--- src/rtl/viterbi_frame_sequencer.sv ---
`timescale 1ns/1ps
// viterbi_frame_sequencer
// Frames a serial bit stream into a rate-1/2, K=9 convolutional encoder.
// Each frame feeds frame_len data bits and then TAIL_LEN zero bits, so the
// encoder trellis always ends in state 0. Symbol tags (valid/sof/eof) are
// delayed by ENC_LAT cycles so that they line up with the encoder's
// registered Y output. The encoder cannot stall, so this block owns the timing.
//
// Ports
//   Clock      in   single clock, all state on posedge
//   Reset      in   asynchronous, active-low; clears all state
//   start      in   frame request, sampled only in IDLE
//   frame_len  in   data bits in frame, sampled with start (0 = ignored)
//   din        in   data bit
//   din_valid  in   din valid
//   din_ready  out  din consumed this cycle when din_valid & din_ready
//   enc_x      out  drives encoder X
//   y_valid    out  encoder Y carries a frame symbol this cycle
//   y_sof      out  first symbol of frame
//   y_eof      out  last tail symbol of frame
//   done       out  1-cycle pulse, same cycle as y_eof
//   frame_err  out  1-cycle pulse: input underrun aborted the data phase
//   busy       out  state != IDLE
//   frame_cnt  out  (VITERBI_SEQ_STATS_EN only) completed frames, wraps
//   err_cnt    out  (VITERBI_SEQ_STATS_EN only) underruns, saturates at 255
//
// Optional feature: define VITERBI_SEQ_STATS_EN to add frame_cnt / err_cnt.
//
// state | meaning
// ------+------------------------------------------------------------
// IDLE  | waiting for start with a non-zero frame_len; enc_x held 0
// DATA  | one data bit per cycle into the encoder; underrun aborts
// TAIL  | TAIL_LEN zero bits to flush the encoder back to state 0

module viterbi_frame_sequencer #(
  parameter int LEN_W    = 12,
  parameter int TAIL_LEN = 8,
  parameter int ENC_LAT  = 1
) (
  input  logic             Clock,
  input  logic             Reset,
  input  logic             start,
  input  logic [LEN_W-1:0] frame_len,
  input  logic             din,
  input  logic             din_valid,
  output logic             din_ready,
  output logic             enc_x,
  output logic             y_valid,
  output logic             y_sof,
  output logic             y_eof,
  output logic             done,
  output logic             frame_err,
  output logic             busy
`ifdef VITERBI_SEQ_STATS_EN
  ,
  output logic [15:0]      frame_cnt,
  output logic [7:0]       err_cnt
`endif
);

  typedef enum logic [1:0] {
    IDLE = 2'd0,
    DATA = 2'd1,
    TAIL = 2'd2
  } stateT;

  localparam logic [LEN_W-1:0] LenOne   = LEN_W'(1);
  localparam logic [LEN_W-1:0] TailInit = LEN_W'(TAIL_LEN);

  stateT            state, nextState;
  logic [LEN_W-1:0] cnt, cntNext;
  logic [LEN_W-1:0] tcnt, tcntNext;
  logic             firstData, firstDataNext;
  logic             tagValid, tagSof, tagEof;

  // Tag delay line; index ENC_LAT-1 is the stage aligned with encoder Y.
  logic [ENC_LAT-1:0] vDly, sofDly, eofDly;

  always_ff @(posedge Clock or negedge Reset) begin
    if (!Reset) begin
      state     <= IDLE;
      cnt       <= '0;
      tcnt      <= '0;
      firstData <= 1'b0;
    end else begin
      state     <= nextState;
      cnt       <= cntNext;
      tcnt      <= tcntNext;
      firstData <= firstDataNext;
    end
  end

  always_comb begin
    nextState     = state;
    cntNext       = cnt;
    tcntNext      = tcnt;
    firstDataNext = firstData;
    din_ready     = 1'b0;
    enc_x         = 1'b0;
    frame_err     = 1'b0;
    tagValid      = 1'b0;
    tagSof        = 1'b0;
    tagEof        = 1'b0;
    case (state)
      IDLE: begin
        if (start && (frame_len != '0)) begin
          cntNext       = frame_len;
          firstDataNext = 1'b1;
          nextState     = DATA;
        end
      end
      DATA: begin
        din_ready     = 1'b1;
        tagValid      = 1'b1;
        tagSof        = firstData;
        firstDataNext = 1'b0;
        if (din_valid) begin
          enc_x   = din;
          cntNext = cnt - LenOne;
          if (cnt == LenOne) begin
            tcntNext  = TailInit;
            nextState = TAIL;
          end
        end else begin
          // Underrun: the encoder still clocks a (zero) symbol this cycle,
          // so it stays tagged valid and the frame is flushed normally.
          frame_err = 1'b1;
          cntNext   = '0;
          tcntNext  = TailInit;
          nextState = TAIL;
        end
      end
      TAIL: begin
        tagValid = 1'b1;
        tcntNext = tcnt - LenOne;
        if (tcnt == LenOne) begin
          tagEof    = 1'b1;
          nextState = IDLE;
        end
      end
      default: nextState = IDLE;
    endcase
  end

  always_ff @(posedge Clock or negedge Reset) begin
    if (!Reset) begin
      vDly   <= '0;
      sofDly <= '0;
      eofDly <= '0;
    end else begin
      vDly[0]   <= tagValid;
      sofDly[0] <= tagSof;
      eofDly[0] <= tagEof;
      for (int i = 1; i < ENC_LAT; i++) begin
        vDly[i]   <= vDly[i-1];
        sofDly[i] <= sofDly[i-1];
        eofDly[i] <= eofDly[i-1];
      end
    end
  end

  assign y_valid = vDly[ENC_LAT-1];
  assign y_sof   = sofDly[ENC_LAT-1];
  assign y_eof   = eofDly[ENC_LAT-1];
  assign done    = eofDly[ENC_LAT-1];
  assign busy    = (state != IDLE);

`ifdef VITERBI_SEQ_STATS_EN
  always_ff @(posedge Clock or negedge Reset) begin
    if (!Reset) begin
      frame_cnt <= '0;
      err_cnt   <= '0;
    end else begin
      if (done) begin
        frame_cnt <= frame_cnt + 16'd1;
      end
      if (frame_err && (err_cnt != 8'hFF)) begin
        err_cnt <= err_cnt + 8'd1;
      end
    end
  end
`endif

endmodule
--- config.mk ---
export PLATFORM = sky130hd
export DESIGN_NAME = viterbi_frame_sequencer
export DESIGN_NICKNAME = d
export VERILOG_FILES = /design/src/rtl/viterbi_frame_sequencer.sv
export SDC_FILE = /design/constraint.sdc
export NUM_CORES = 1
export LEC_CHECK = 0
export BUFFER_PORTS_ARGS = -buffer_cell sky130_fd_sc_hd__buf_2
export CORE_MARGIN = 8
export CORE_UTILIZATION = 40
export CTS_BUF_LIST = sky130_fd_sc_hd__clkbuf_8
export CTS_CLUSTER_DIAMETER = 100
export DETAILED_ROUTE_END_ITERATION = 10
export GPL_ROUTABILITY_DRIVEN = 1
export PLACE_DENSITY_LB_ADDON = 0.25
export SYNTH_ARGS = -nofsm -noshare
export SYNTH_HDL_FRONTEND = slang
export SYNTH_SLANG_ARGS = --single-unit
--- constraint.sdc ---
create_clock -name Clock -period 6.6 [get_ports Clock]
set_clock_uncertainty 0.1 [all_clocks]
set_input_delay 0 -clock Clock [delete_from_list [all_inputs] [get_ports Clock]]
set_output_delay 0 -clock Clock [all_outputs]
set_load 0.01 [all_outputs]
==> results of run 1 <==
==> through the flow <==
step	instance area (um2)	worst slack (ns)
after global placement	1940	4.02
after floorplan	1790	4.43
after global routing	2210	3.72
after detailed placement	1940	3.89
final	2210	3.90
after CTS	2210	3.87
==> what timing repair did <==
action,CTS,global route
endpoints found under the hold margin,41,0
gates resized for setup,0,0
hold buffers,12,0
==> cell families (layout without fill, tap and decap cells) <==
logic type	count (synthesis)	count (layout)
AND/OR/NAND/NOR	76	76
AO/OA/AOI/OAI	48	48
flip-flops	30	30
buffers and inverters	21	57
XOR/XNOR	8	8
adder cells (fa/ha/maj)	7	7
multiplexers	3	3
==> final cells by class <==
| class | instances | area (um2) |
|---|---|---|
| inverter | 12 | 45.0 |
| fill | 410 | 2120 |
| clock inverter | 2 | 60.1 |
| sequential | 30 | 751 |
| multi-input combinational | 142 | 955 |
| tap | 52 | 65.1 |
| clock buffer | 6 | 82.6 |
| timing repair buffer | 37 | 248 |
==> routing by layer <==
layer	vias up	routed length, um
met1	750	1990
met5	-	0
met3	9	172
li1	774	-
met2	43	1940
met4	0	99
==> worst paths after layout <==
check,startpoint,to,slack (ns),depth (start not counted)
min reg2reg,cnt[11],cnt[11],0.42,1
min,start,firstData,0.02,4
max in group asynchronous,Reset,cnt[8],5.77,2
max,state[1],tcnt[3],3.90,7
max reg2reg,state[1],tcnt[3],3.90,7
min in group asynchronous,Reset,tcnt[6],0.19,2
==> worst reg2reg max path, stage by stage, from the launching register on <==
cell,delay [ns]
dfrtp_1,0.38
inv_1,0.10
ha_1,0.35
nand2_1,0.35
a41oi_2,0.65
or2_4,0.26
nor2_1,0.05
or3_1,0.34
==> state kept, by name, indices dropped and copies added, names as in the netlist <==
register / flops
cnt: 12
done: 1
firstData: 1
state: 2
tcnt: 12
y_sof: 1
y_valid: 1
==> power by group through the flow <==
stage | Sequential, mW | Combinational [mW] | Clock, mW
floorplan | 0.333 | 0.354 | 0
global placement | 0.347 | 0.451 | 0
detailed placement | 0.347 | 0.454 | 0
CTS | 0.344 | 0.461 | 0.237
global route | 0.360 | 0.524 | 0.246
finish | 0.346 | 0.463 | 0.232
==> cell usage after synthesis (2+ instances only) <==
cell type,number,area [um2]
a21oi_1,8,40.0
dfrtp_1,30,751
or4_1,2,15.0
nand3_1,5,25.0
a31oi_1,2,12.5
nor4_1,8,50.1
mux2i_1,2,20.0
nand2_1,9,33.8
and2_1,2,12.5
a32oi_1,4,35.0
or3_1,3,18.8
a22oi_1,2,15.0
ha_1,7,87.6
clkbuf_1,6,22.5
and3_1,4,25.0
nor4b_1,2,17.5
nand2b_1,2,12.5
nand4_1,2,12.5
xnor2_1,8,70.1
nor3_1,5,25.0
a22o_1,2,17.5
nor2_1,23,86.3
buf_2,2,10.0
o21ai_0,19,95.1
inv_1,12,45.0
o2bb2ai_1,4,35.0
==> reports/metrics.yaml, run 1 <==
drt:
  avgRoutedWirePerCell_um: 14.9
  final_antenna_net_count: 0
  firstDrtPassIters: 4
  vias: 1576
  routed_wirelength_mm: 4.20
  drtIter0Drc: 173
  drcViolationCount: 0
  viasPerCell: 5.61
grt:
  grt_pass1_vias: 1504
  antenna_found_initial: 0
  grt_pass1_wl_mm: 7.23
  track_usage: 0.124
  met3_usage: 0.0254
  overflow: 0
  met1_usage: 0.164
  grt_busiest_layer: "met2"
  grtUsageMet2: 0.185
  grt_max_degree: 31
die:
  die_w_um: 82.9
  start_util: 0.414
  core_area_mm2: 0.00432
  pin_count: 25
  die_area_mm2: 0.00687
  num_rows: 24
  die_h_um: 82.9
worst_setup_path:
  cp.buffers_inverters: 1
  worstPathRequired_ns: 6.66
  worst_path_largest_cell_delay_ns: 0.64
  path_delay_family: "simple AND/OR/NAND/NOR gates"
  cp-end-kind: "register"
  crit_path_top_delay_cell: "a41oi_2"
  cp.arrival_ns: 2.77
  crit_chain: "inv_1 -> ha_1 -> nand2_1 -> a41oi_2 -> or2_4 -> nor2_1 -> or3_1"
  critPathLaunchType: "register"
  worstSetupPathType: "register to register"
  path_max_fanout: 13
logic_synthesis:
  synth-edff-count: 0
  synth_compound_area_frac: 0.184
  synthAdderAreaFrac: 0.0489
  synth_top_family_by_area: "simple AND/OR/NAND/NOR gates"
  netlist_area_mm2: 0.00179
  ys_ff_latch: 30
  synth-xor-area-share: 0.0391
  synth_top_flop_cell: "dfrtp_1"
  ys_async_sr_fraction: 1.00
  syn_nets: 217
  postSynthCellCount: 193
  synth_area_per_cell_um2: 9.28
  synth_cell_type_count: 44
  synthMuxAreaShare: 0.0175
  yosys.area_share.simple: 0.243
  seq_area_frac_synth: 0.419
  yosys_warnings: 0
outcome:
  status: "finished, final reports clean"
clock_network:
  h-tree-depth: 2
  clock_sinks: 30
  clk_path_buf_depth: 2
  insertion_delay_ns: 0.28
  cts_root_buf: "clkbuf_8"
  cts_tree: "yes"
  clkSlewWorstSetupHoldPaths_ns: 0.07
  numCtsBuffers: 5
  cts_setup_buffers: 0
cells_and_area:
  fin_nets: 252
  drive_gt1_frac: 0.192
  final_common_cell: "dfrtp_1"
  antennaDiodeCount: 0
  syn2layout_area_growth_pct: 23.2
  fin_util: 0.510
  layout_common_cells: "dfrtp_1 (30), buf_2 (24), nor2_1 (23), o21ai_0 (19)"
  fin_cells: 281
place:
  dp_hpwl_mm: 2.93
  dp_cells: 261
  gp_congestion: 0.782
  portBuffers: 24
pwr:
  netSwitchingFraction: 0.404
  p_per_area_mw_per_mm2: 472
  pwr-share-seq: 0.332
  peakVddDrop_v: 0.000172
  power.leakage_nw: 0.968
  p_total_mw: 1.04
  clkPwrFrac: 0.223
  pwr-share-comb: 0.445
  p_int_mw: 0.621
  power_switching_mw: 0.420
job:
  maxCapViolations: 0
worst_hold_path:
  hold_path_class: "input pin to register"
sta:
  fin_crit_sh: 0.410
  slew_headroom: 0.552
  tightestPinTransition_ns: 0.672
  hold_viol: 0
  drv_slew: 0
  period_needed_ns: 2.70
  timing.fmax_ghz: 0.370
  fin_tns_setup_ns: 0
  setup_viol: 0
  whs_ns: 0.0193
  grt_setup_unrepaired: "no"
(Power assumes the default switching activity.)
==> run 2, diff against run 1 <==
- clock period: 6.6 -> 2.3 ns (I/O delays scaled with it)
==> run 2 against run 1 <==
Compared with the run above: the flow now finishes with violations (hold timing); sequential power increased to 2.9 times the previous value; combinational power increased to 3.1 times the previous value; critical path depth unchanged; largest cell class unchanged; wire length increased by 1.3%; setup slack got worse by 3.8 ns; non-clock buffer count increased by 10; sequential share of layout area decreased by 0.33 points; first-iteration DRC count decreased by 55%.
==> reports/metrics.yaml, run 2 (synthesis results as in run 1) <==
cells_and_area:
  fill_cells: 428  # was 410
  syn2layout_area_growth_pct: 24.4  # was 23.2%
  layout_common_cells: "dfrtp_1 (30), buf_2 (24), nor2_1 (23), o21ai_0 (19), inv_1 (13)"  # was dfrtp_1 (30), buf_2 (24), nor2_1 (23), o21ai_0 (19)
  reg.largest.list: "cnt x12, tcnt x12, state x2"  # unchanged
  multi_input_area_um2: 955  # unchanged
  drive_gt1_frac: 0.226  # was 0.192
  seq_area_um2: 751  # unchanged
  fin_nets: 262  # was 252
  final_common_cell: "dfrtp_1"  # unchanged
  fin_cells: 291  # was 281
  antennaDiodeCount: 0  # unchanged
grt:
  grt_pass1_vias: 1607  # was 1504
  antenna_found_initial: 0  # unchanged
  overflow: 0  # unchanged
  grt_pass1_wl_mm: 7.48  # was 7.23 mm
  track_usage: 0.128  # was 0.124
  grt_max_degree: 31  # unchanged
die:
  pin_count: 25  # unchanged
  start_util: 0.414  # unchanged
  die_area_mm2: 0.00687  # unchanged
  die_h_um: 82.9  # unchanged
  die_w_um: 82.9  # unchanged
  core_area_mm2: 0.00432  # unchanged
  num_rows: 24  # unchanged
drt:
  vias: 1617  # was 1576
  drcViolationCount: 0  # unchanged
  final_antenna_net_count: 0  # unchanged
  drtIter0Drc: 78  # was 173
  avgRoutedWirePerCell_um: 14.6  # was 14.9 um
  viasPerCell: 5.56  # was 5.61
  routed_wirelength_mm: 4.25  # was 4.20 mm
  firstDrtPassIters: 4  # unchanged
sta:
  grt_setup_unrepaired: "no"  # unchanged
  setup_viol: 0  # unchanged
  period_needed_ns: 2.17
  hold_viol: 1  # was 0
  tightestPinTransition_ns: 0.675  # was 0.672 ns
  drv_slew: 0  # unchanged
  fin_crit_sh: 0.945
  fin_tns_setup_ns: 0  # unchanged
  whs_ns: -0.00815  # was 0.0193 ns
  slew_headroom: 0.550  # was 0.552
  timing.fmax_ghz: 0.460
worst_hold_path:
  hold_path_class: "input pin to register"  # unchanged
worst_setup_path:
  crit_path_top_delay_cell: "dlygate4sd3_1"  # was a41oi_2
  critPathLaunchType: "input pin"  # was register
  worstSetupPathType: "input pin to register"  # was register to register
  path_delay_family: "simple AND/OR/NAND/NOR gates"  # unchanged
  reg2reg_slack_ns: 0.18  # was 3.90 ns
  crit_chain: "dlygate4sd3_1 -> buf_2 -> nor4_1 -> a31oi_1 -> mux2_2 -> and3_1 -> or3_1"  # was inv_1 -> ha_1 -> nand2_1 -> a41oi_2 -> or2_4 -> nor2_1 -> or3_1
  path_max_fanout: 6  # was 13
  cp-end-kind: "register"  # unchanged
  cp.buffers_inverters: 2  # was 1
  cp.arrival_ns: 2.23  # was 2.77 ns
  worstPathRequired_ns: 2.36  # was 6.66 ns
  worst_path_largest_cell_delay_ns: 0.56  # was 0.64 ns
place:
  dp_hpwl_mm: 3.09  # was 2.93 mm
  dp_cells: 272  # was 261
  portBuffers: 24  # unchanged
  gp_congestion: 0.825  # was 0.782
clock_network:
  insertion_delay_ns: 0.28  # about the same
  numCtsBuffers: 5  # unchanged
  cts-resized-gates: 0  # unchanged
  h-tree-depth: 2  # unchanged
  clk_path_buf_depth: 2  # unchanged
  cts_tree: "yes"  # unchanged
  clock_sinks: 30  # unchanged
  clkSlewWorstSetupHoldPaths_ns: 0.06  # was 0.07 ns
  cts_root_buf: "clkbuf_8"  # unchanged
pwr:
  peakVddDrop_v: 0.000529  # was 0.000172 V
  p_per_area_mw_per_mm2: 1280  # was 472 mW/mm2
  power.leakage_nw: 0.999  # was 0.968 nW
job:
  maxCapViolations: 0  # unchanged
outcome:
  violations: "hold timing"
  status: "finished with violations"  # was finished, final reports clean
run 2: cell types whose count changed in the layout (fill, tap and decap cells not counted), sizes merged:
cell,previous run,this run
inv,12,13
buf,25,36
dlygate4sd3,12,11
bufinv,2,0
clkinv,0,1
run 2: final cells by class:
type                    count  area share
multi-input cells         142       0.429
flip-flops and latches     30       0.337
repair buffers             47       0.144
clock buffers               6      0.0371
well taps                  52      0.0292
inverters                  12      0.0202
clock inverters             2     0.00393
run 2: worst min-delay path, stage by stage:
cell	delay, ns
buf_2	0.09
a21oi_1	0.06
o21ai_0	0.18
run 2: where the power goes:
part | leakage [nW] | switching, mW | total, mW | internal (mW)
Clock | 0.0524 | 0.198 | 0.434 | 0.237
Combinational | 0.566 | 0.776 | 1.42 | 0.645
Sequential | 0.381 | 0.232 | 0.991 | 0.759
run 2: stage by stage:
step / instance area (um2) / setup slack (ns) / util / hold slack [ns] / power [mW]
floorplan: 1790 / 0.129 / - / -0.396 / 1.97
global placement: 2030 / 0.252 / 0.468 / -0.0215 / 2.40
detailed placement: 2030 / 0.207 / 0.468 / -0.0129 / 2.40
CTS: 2230 / 0.180 / 0.515 / 0.00259 / 2.87
global route: 2230 / 0.0258 / 0.515 / 0.0266 / 3.11
finish: 2230 / 0.126 / 0.515 / -0.00815 / 2.85
run 2: worst paths after layout:
path / startpoint / endpoint / depth (start not counted)
setup / recovery: frame_len[7] / cnt[10] / 7
hold / removal: frame_len[5] / cnt[5] / 3
setup reg to reg: tcnt[6] / state[1] / 5
hold reg to reg: cnt[1] / cnt[1] / 2
max in group asynchronous: Reset / tcnt[9] / 2
min in group asynchronous: Reset / tcnt[3] / 2
run 2: per-layer routing:
metal / vias up / GRT usage / part of all wire
li1: 792 / - / -
met1: 768 / 0.164 / 0.47
met4: 0 / 0.0559 / 0.020
met2: 48 / 0.195 / 0.45
met3: 9 / 0.0342 / 0.051
met5: - / 0 / 0
run 2: repair_timing:
item	in CTS	in global routing
endpoints found under the hold margin	40	0
hold buffers	11	0
buffers inserted	0	0
==> run 3, diff against run 2 <==
--- a/config.mk
+++ b/config.mk
@@ -15,2 +15,3 @@
 export PLACE_DENSITY_LB_ADDON = 0.25
+export SKIP_CTS_REPAIR_TIMING = 1
 export SYNTH_ARGS = -nofsm -noshare
--- a/constraint.sdc
+++ b/constraint.sdc
@@ -4,2 +4,2 @@
 set_output_delay 0 -clock Clock [all_outputs]
-set_load 0.01 [all_outputs]
+set_load 0.1 [all_outputs]
==> run 3 against run 2 <==
Compared with the run above: the flow now finishes without violations; setup slack got worse by 0.047 ns; wire length rose by 2.9%; sequential share of layout area barely moved; sequential cell count did not move; first-iteration DRC count rose by 71%; design area fell by 0.11%; global-route usage fell by 0.39 points; largest cell class unchanged.
==> reports/metrics.yaml, run 3 (synthesis results as in run 1) <==
outcome:
  status: "finished, final reports clean"  # was finished with violations
drt:
  drtIter0Drc: 133  # was 78
  vias: 1606  # was 1617
  viasPerCell: 5.54  # was 5.56
  avgRoutedWirePerCell_um: 15.1  # was 14.6 um
  final_antenna_net_count: 0  # unchanged
  routed_wirelength_mm: 4.38  # was 4.25 mm
  firstDrtPassIters: 4  # unchanged
  drcViolationCount: 0  # unchanged
clock_network:
  numCtsBuffers: 5  # unchanged
  clk_path_buf_depth: 2  # unchanged
  clock_sinks: 30  # unchanged
  cts_tree: "yes"  # unchanged
  clkSlewWorstSetupHoldPaths_ns: 0.06  # about the same
  cts_root_buf: "clkbuf_8"  # unchanged
  insertion_delay_ns: 0.28  # about the same
  h-tree-depth: 2  # unchanged
pwr:
  p_per_area_mw_per_mm2: 1400  # was 1280 mW/mm2
  clkPwrFrac: 0.122  # was 0.152
  netSwitchingFraction: 0.484  # was 0.424
  pwr-share-comb: 0.558  # was 0.499
  peakVddDrop_v: 0.000724  # was 0.000529 V
  pwr-share-seq: 0.320  # was 0.348
  p_int_mw: 1.61  # was 1.64 mW
  power_switching_mw: 1.51  # was 1.21 mW
  power.leakage_nw: 0.988  # was 0.999 nW
place:
  dp_slack_ns: 0.186  # was 0.207 ns
  dp_hpwl_mm: 3.16  # was 3.09 mm
  portBuffers: 24  # unchanged
  gp_congestion: 0.805  # was 0.825
  dp_cells: 270  # was 272
sta:
  fin_tns_setup_ns: 0  # unchanged
  worst_slack_ns: 0.0791  # was 0.126 ns
  drv_slew: 0  # unchanged
  tightestPinTransition_ns: 0.677  # was 0.675 ns
  hold_viol: 0  # was 1
  period_needed_ns: 2.22  # was 2.17 ns
  whs_ns: 0.0123  # was -0.00815 ns
  timing.fmax_ghz: 0.450  # was 0.460 GHz
  fin_crit_sh: 0.966  # was 0.945
  slew_headroom: 0.548  # was 0.550
  setup_viol: 0  # unchanged
cells_and_area:
  reg.largest.list: "cnt x12, tcnt x12, state x2"  # unchanged
  final_common_cell: "dfrtp_1"  # unchanged
  fin_cells: 290  # was 291
  syn2layout_area_growth_pct: 24.2  # was 24.4%
  layout_common_cells: "dfrtp_1 (30), buf_2 (24), nor2_1 (22), o21ai_0 (19), inv_1 (14)"  # was dfrtp_1 (30), buf_2 (24), nor2_1 (23), o21ai_0 (19), inv_1 (13)
  fill_cells: 424  # was 428
  drive_gt1_frac: 0.219  # was 0.226
  fin_nets: 261  # was 262
die:
  core_area_mm2: 0.00432  # unchanged
  die_h_um: 82.9  # unchanged
  num_rows: 24  # unchanged
  die_w_um: 82.9  # unchanged
  die_area_mm2: 0.00687  # unchanged
  pin_count: 25  # unchanged
  start_util: 0.414  # unchanged
worst_setup_path:
  r2r_start: "tcnt[6]"  # unchanged
  worstSetupPathType: "input pin to register"  # unchanged
  rr_endpoint: "state[1]"  # unchanged
  critPathLaunchType: "input pin"  # unchanged
  setup.worst_path.start: "frame_len[7]"  # unchanged
  cp.arrival_ns: 2.28  # was 2.23 ns
  path_max_fanout: 6  # unchanged
  endpoint: "cnt[10]"  # unchanged
  cp-end-kind: "register"  # unchanged
  r2r_cells: 5  # unchanged
  worstPathRequired_ns: 2.36  # about the same
  reg2reg_slack_ns: 0.16  # was 0.18 ns
grt:
  antenna_found_initial: 1  # was 0
  overflow: 0  # unchanged
  grt_pass1_wl_mm: 7.11  # was 7.48 mm
  grt_pass1_vias: 1507  # was 1607
  track_usage: 0.124  # was 0.128
  grt_max_degree: 31  # unchanged
worst_hold_path:
  worstHoldStart: "start"  # was frame_len[5]
  hold_path_class: "input pin to register"  # unchanged
job:
  maxCapViolations: 0  # unchanged
-- run 3: layout make-up --
class | instances | area [um2] | share of cell area
well taps | 52 | 65.1 | 0.0292
diodes | 1 | 2.50 | 0.00112
clock buffers | 5 | 68.8 | 0.0309
repair buffers | 46 | 315 | 0.142
inverters | 12 | 45.0 | 0.0202
flip-flops and latches | 30 | 751 | 0.337
clock inverters | 2 | 7.51 | 0.00337
multi-input cells | 142 | 970 | 0.436
-- run 3: how the worst min path moves through the flow --
stage	cells after the start	slack, ns	to
6_report	4	0.01	firstData
5_1_grt	4	0.04	firstData
4_1_cts	1	-0.32	tcnt[4]
3_5_place_dp	1	-0.02	tcnt[5]
3_3_place_gp	1	-0.02	tcnt[4]
2_1_floorplan	0	-0.40	cnt[0]
-- run 3: critical path, stage by stage --
cell	delay, ns
dlygate4sd3_1	0.56
buf_2	0.14
nor4_1	0.43
a31oi_1	0.21
mux2_2	0.38
and3_1	0.20
or3_1	0.36
-- run 3: layer usage --
layer  part of all wire  up-vias  global-route usage
met5                  0        -                   0
met4              0.035        0              0.0575
met3              0.050       11              0.0400
met2               0.44       43               0.180
met1               0.47      763               0.160
li1                   -      789                   -
-- run 3: power groups by stage --
stage,clock network [mW],registers [mW],logic (mW)
finish,0.381,1.00,1.74
global route,0.426,1.03,1.92
CTS,0.402,0.994,1.73
detailed placement,0,1.00,1.73
global placement,0,0.997,1.72
floorplan,0,1.07,1.23
-- run 3: through the flow --
stage / total power, mW / utilization / cell area (um2)
after global placement: 2.71 / 0.468 / 2030
after floorplan: 2.30 / - / 1810
after global routing: 3.37 / 0.514 / 2220
after detailed placement: 2.73 / 0.468 / 2030
final: 3.12 / 0.514 / 2220
after CTS: 3.13 / 0.486 / 2100
